<file path="src/rtl/clock_pkg.sv">
// Shared timebase constants and types for the minutes and hours stages.
package clock_pkg;

    localparam int SEC_PER_MIN  = 60;
    localparam int MIN_PER_HOUR = 60;

    typedef logic [5:0] sixty_t;

endpackage

</file>
<file path="src/rtl/mod_n_counter.sv">
// Modulo-N up-counter with clear priority, used for seconds and minutes.
// BCD_OUT_EN adds a next-value port so BCD copies can track on the same edge.
module mod_n_counter
    import clock_pkg::*;
#(
    parameter int N = 60
) (
    input  logic   clk_i,
    input  logic   rst_i,
    input  logic   en_i,
    input  logic   clr_i,
    input  logic   inc_i,
    output sixty_t value_o,
`ifdef BCD_OUT_EN
    output sixty_t next_o,
`endif
    output logic   wrap_o
);

    sixty_t value_q, value_d;
    logic   step;
    logic   at_top;

    assign step   = en_i && inc_i;
    assign at_top = (value_q == sixty_t'(N - 1));
    assign wrap_o = step && !clr_i && at_top;

    always_comb begin
        value_d = value_q;
        if (clr_i) begin
            value_d = '0;
        end else if (step) begin
            value_d = at_top ? '0 : value_q + 6'd1;
        end
    end

    always_ff @(posedge clk_i) begin
        if (rst_i) begin
            value_q <= '0;
        end else begin
            value_q <= value_d;
        end
    end

    assign value_o = value_q;
`ifdef BCD_OUT_EN
    assign next_o = value_d;
`endif

endmodule

</file>
<file path="src/rtl/minutes_counter.sv">
// Seconds/minutes timebase feeding the hours stage with hourInc.
// BCD_OUT_EN adds registered BCD digit outputs for seconds and minutes.
module minutes_counter
    import clock_pkg::*;
#(
    parameter int MS_PER_SEC = 1000
) (
    input  logic       clkMSec,
    input  logic       reset,
    input  logic       run,
    input  logic       incMin,
    input  logic       clrSec,
    output logic [5:0] second,
    output logic [5:0] minute,
`ifdef BCD_OUT_EN
    output logic [3:0] secOnes,
    output logic [2:0] secTens,
    output logic [3:0] minOnes,
    output logic [2:0] minTens,
`endif
    output logic       secTick,
    output logic       hourInc
);

    localparam int MSW = $clog2(MS_PER_SEC);

    logic [MSW-1:0] ms_q, ms_d;
    logic           ms_wrap;
    logic           sec_wrap;
    logic           min_wrap;
    logic           tick_q, tick_d;
    logic           hour_q, hour_d;
    sixty_t         sec_val, min_val;

    assign ms_wrap = run && (ms_q == MSW'(MS_PER_SEC - 1));

    always_comb begin
        ms_d = ms_q;
        if (clrSec) begin
            ms_d = '0;
        end else if (run) begin
            ms_d = ms_wrap ? '0 : ms_q + MSW'(1);
        end
    end

    // sec_wrap already excludes clrSec, so a cleared wrap never carries
    assign tick_d = ms_wrap && !clrSec;
    assign hour_d = sec_wrap && min_wrap;

    always_ff @(posedge clkMSec) begin
        if (reset) begin
            ms_q   <= '0;
            tick_q <= 1'b0;
            hour_q <= 1'b0;
        end else begin
            ms_q   <= ms_d;
            tick_q <= tick_d;
            hour_q <= hour_d;
        end
    end

`ifdef BCD_OUT_EN
    sixty_t sec_next, min_next;
`endif

    mod_n_counter #(.N(SEC_PER_MIN)) u_sec (
        .clk_i   (clkMSec),
        .rst_i   (reset),
        .en_i    (run),
        .clr_i   (clrSec),
        .inc_i   (ms_wrap),
        .value_o (sec_val),
`ifdef BCD_OUT_EN
        .next_o  (sec_next),
`endif
        .wrap_o  (sec_wrap)
    );

    // incMin and a natural carry on the same edge still advance by one
    mod_n_counter #(.N(MIN_PER_HOUR)) u_min (
        .clk_i   (clkMSec),
        .rst_i   (reset),
        .en_i    (1'b1),
        .clr_i   (1'b0),
        .inc_i   (sec_wrap || incMin),
        .value_o (min_val),
`ifdef BCD_OUT_EN
        .next_o  (min_next),
`endif
        .wrap_o  (min_wrap)
    );

    assign second  = sec_val;
    assign minute  = min_val;
    assign secTick = tick_q;
    assign hourInc = hour_q;

`ifdef BCD_OUT_EN
    function automatic logic [6:0] bcd_split(input sixty_t v);
        sixty_t t;
        sixty_t o;
        t = v / 6'd10;
        o = v - t * 6'd10;
        return {t[2:0], o[3:0]};
    endfunction

    logic [6:0] sec_bcd_q, min_bcd_q;

    always_ff @(posedge clkMSec) begin
        if (reset) begin
            sec_bcd_q <= '0;
            min_bcd_q <= '0;
        end else begin
            sec_bcd_q <= bcd_split(sec_next);
            min_bcd_q <= bcd_split(min_next);
        end
    end

    assign secOnes = sec_bcd_q[3:0];
    assign secTens = sec_bcd_q[6:4];
    assign minOnes = min_bcd_q[3:0];
    assign minTens = min_bcd_q[6:4];
`endif

endmodule
</file>
<file path="config.mk">
export PLATFORM = sky130hd
export DESIGN_NAME = minutes_counter
export DESIGN_NICKNAME = d
export VERILOG_FILES = /design/src/rtl/clock_pkg.sv /design/src/rtl/mod_n_counter.sv /design/src/rtl/minutes_counter.sv
export SDC_FILE = /design/constraint.sdc
export NUM_CORES = 1
export LEC_CHECK = 0
export BUFFER_PORTS_ARGS = -buffer_cell sky130_fd_sc_hd__buf_4
export CAP_MARGIN = 20
export CORE_AREA = 2 2 54 56
export CTS_BUF_LIST = sky130_fd_sc_hd__clkbuf_8 sky130_fd_sc_hd__clkbuf_16
export DETAILED_ROUTE_END_ITERATION = 8
export DIE_AREA = 0 0 56 58
export RECOVER_POWER = 50
export SLEW_MARGIN = 5
export SYNTH_ARGS = -nofsm -noshare
export SYNTH_HDL_FRONTEND = slang
export SYNTH_SLANG_ARGS = --single-unit
</file>
<file path="constraint.sdc">
create_clock -name clkMSec -period 2.9 [get_ports clkMSec]
set_clock_uncertainty 0.2 [all_clocks]
set_input_delay 0.145 -clock clkMSec [delete_from_list [all_inputs] [get_ports clkMSec]]
set_output_delay 0.145 -clock clkMSec [all_outputs]
set_load 0.005 [all_outputs]
</file>
==> key figures <==
Outcome
  – Status: finished, final reports clean

Drt
  – DR pass1 iterations: 4
  – Initial drt markers: 28
  – Final ANT Viol Nets: 0
  – Residual DRC: 0
  – Via density: approximately 5.3
  – Total routed wirelength: between 2000 and 2500 microns
  – Vias: approximately 1.0k
  – Routed wire per std cell: approximately 12 microns

Worst hold path
  – Worst Hold Path Cells: 4
  – Min-delay src: clrSec
  – Hold EP: ms_q[1]
  – Worst hold path class: in -> reg

Setup path
  – Critical Path Start Type: register
  – WP data required: 2.90 ns
  – R2R Setup Slk: roughly 0.83 ns
  – Setup CP Type: reg -> reg
  – Reg-to-reg endpoint: u_min.value_o[5]
  – Critical Path Source: ms_q[0]
  – Crit. End Element: register
  – Critical register-to-register path startpoint: ms_q[0]
  – Crit Path Max Fanout: 8
  – WP data arrival: ~2.1 ns
  – Reg2Reg Depth: 6

STA
  – Slew headroom: 0.612
  – Fin. Hold Viols: 0
  – Final setup fails: 0
  – Fmax: 484 MHz
  – Final setup margin: around 0.83 ns
  – Final min period: approximately 2.1 ns
  – Unrepaired setup endpoints after global routing: false
  – Final period utilization: 0.713
  – Pins Over Slew Limit: 0
  – Worst Max-Slew Pin Slew: between 0.5 and 0.6 ns
  – Setup tns final: 0 ns

Finish
  – Layout area overhead: 21.3%
  – Post-route cell area: around 1400 sq um
  – # nets final: ~170
  – # diodes: 0
  – Layout Utilization: 0.516
  – Layout cell share with drive strength beyond 1: 0.169

Synth
  – Register area share after synthesis: 0.425
  – Leading area contributor after synthesis: dfxtp_1
  – Synth Warn #: 0
  – Post-Syn Nets: roughly 150
  – Synth Cell Area: between 1000 and 1500 sq um
  – Number of enable flip-flop cells after synthesis: 0
  – Count leader, synth: dfxtp_1
  – Async SR Flop Fraction: 0
  – Yosys cell types: 34
  – #FFs+latches synth: 24
  – Synth top area cells: dfxtp_1 (42%), nand2_1 (6.0%), nor2_1 (5.6%)
  – Avg Synthesized Cell Area: slightly above 8 sq um
  – Synth cell count leaders: dfxtp_1 (24), nand2_1 (18), nor2_1 (17), a21oi_1 (11), o21ai_0 (9)
  – Synthesized instance count: ~140
  – Top_reg_cell synth: dfxtp_1
  – Synth top area share: 0.425

Die
  – Row cnt: 19
  – Core Area: between 2000 and 3000 sq um
  – Die width: 56 microns
  – Ports: 19
  – DIE AREA: 3250 sq um
  – Die Y: around 58 microns
  – Starting Density: 0.425

Global route
  – GRT Util Overall: 0.144
  – Largest net degree at the start of global routing: 14
  – First-pass GRT wire length: 3800 microns
  – Initial antenna violation count: 0
  – Grt total ovfl: 0
  – Vias in the first global route: slightly above 900

CTS
  – CTS Sinks: 24
  – CTS Buf Count: 3
  – H-Tree Depth: 1
  – Clock Latency Late Sink: roughly 0.26 ns
  – Clock tree buffer depth: 2
  – CTS tree: built
  – Clk slew on worst S/H paths: roughly 0.08 ns
  – Clock tree root buffer cell: clkbuf_8

Power
  – Total power draw: around 0.59 mW
  – Leakage power: around 0.49 nW
  – Power Density: 427 nW/um^2
  – VDD IR max: between 0.2 and 0.3 mV

Placement
  – Hpwl dp: roughly 1700 microns
  – Dpl ws: around 0.85 ns
  – Area after DPL: 1290 sq um
  – Buffers on Ports: 18
  – GPL Wtd Cong: roughly 0.85

Flow run
  – Max-Cap Viols: 0
==> power breakdown <==
| part | switching (mW) | total (mW) | internal [mW] |
|---|---|---|---|
| clock | 0.101 | 0.222 | 0.121 |
| sequential | 0.00323 | 0.335 | 0.332 |
| combinational | 0.0158 | 0.0293 | 0.0135 |
| total | 0.120 | 0.587 | 0.467 |
==> worst max-delay path by stage <==
stage / to / cells after the start
floorplan: u_sec.value_o[3] / 6
global placement: u_min.value_o[5] / 6
detailed placement: u_min.value_o[5] / 6
CTS: u_min.value_o[5] / 6
global route: u_min.value_o[5] / 6
finish: u_min.value_o[5] / 6
==> per-layer routing <==
| layer | global-route usage | wire (microns) |
|---|---|---|
| met5 | 0 | 0 |
| met4 | 0.0578 | 14 |
| met3 | 0.0201 | 94 |
| met2 | 0.239 | 1070 |
| met1 | 0.191 | 1100 |
==> layout by cell type, fill, tap and decap left out, types with 2 or more instances in the layout <==
cell	netlist	layout
or4_1	2	2
nand3_1	7	7
xor2_1	2	2
nor4_1	2	2
buf_4	0	4
nand2_1	18	18
nor3_1	3	3
nand4_1	3	3
clkbuf_4	0	14
xnor2_1	5	5
inv_1	4	4
a21oi_1	11	11
clkbuf_8	0	4
nor2_1	17	17
and3_2	2	2
or3_1	6	6
o21ai_0	9	9
nand3b_1	2	2
ha_1	3	3
dfxtp_1	24	24
dlygate4sd3_1	0	3
==> critical path: stages, from the launching register on <==
cell and delay [ns]:
dfxtp_1 0.37, ha_1 0.24, nand4bb_1 0.18, nor3_2 0.28, a21oi_2 0.17, or4_1 0.42
a21oi_1 0.15
==> registers in the layout, indices dropped and copies added, names as in the netlist <==
register and count:
hourInc 1, secTick 1, u_sec.value_o 6, u_min.value_o 6, ms_q 10
==> through the flow <==
step                      hold slack, ns  cells
after floorplan                    0.138    139
after global placement             0.176    184
after detailed placement           0.180    184
after CTS                         0.0224    191
after global routing              0.0673    191
final                             0.0247    191
==> cell type report <==
type	count	area (sq um)
tap	31	38.8
fill	263	1290
inverter	4	15.0
clock buffer	4	55.1
sequential	24	480
multi-input combinational	107	618
timing repair buffer	21	165
==> cell families after synthesis <==
group                      Yosys count  synth area share
AOI/OAI and AO/OA                   26             0.127
and+or+nand+nor                     70             0.323
adders and majority gates            3            0.0332
muxes                                1           0.00885
buffers and inverters                8            0.0288
DFF                                 24             0.425
xor gates and xnor gates             7            0.0542
==> timing repair <==
action	CTS	global route
buffers inserted	0	0
endpoints found under the hold margin	8	0
gates resized for setup	0	0
hold buffers	3	0
(Power assumes the default switching activity.)
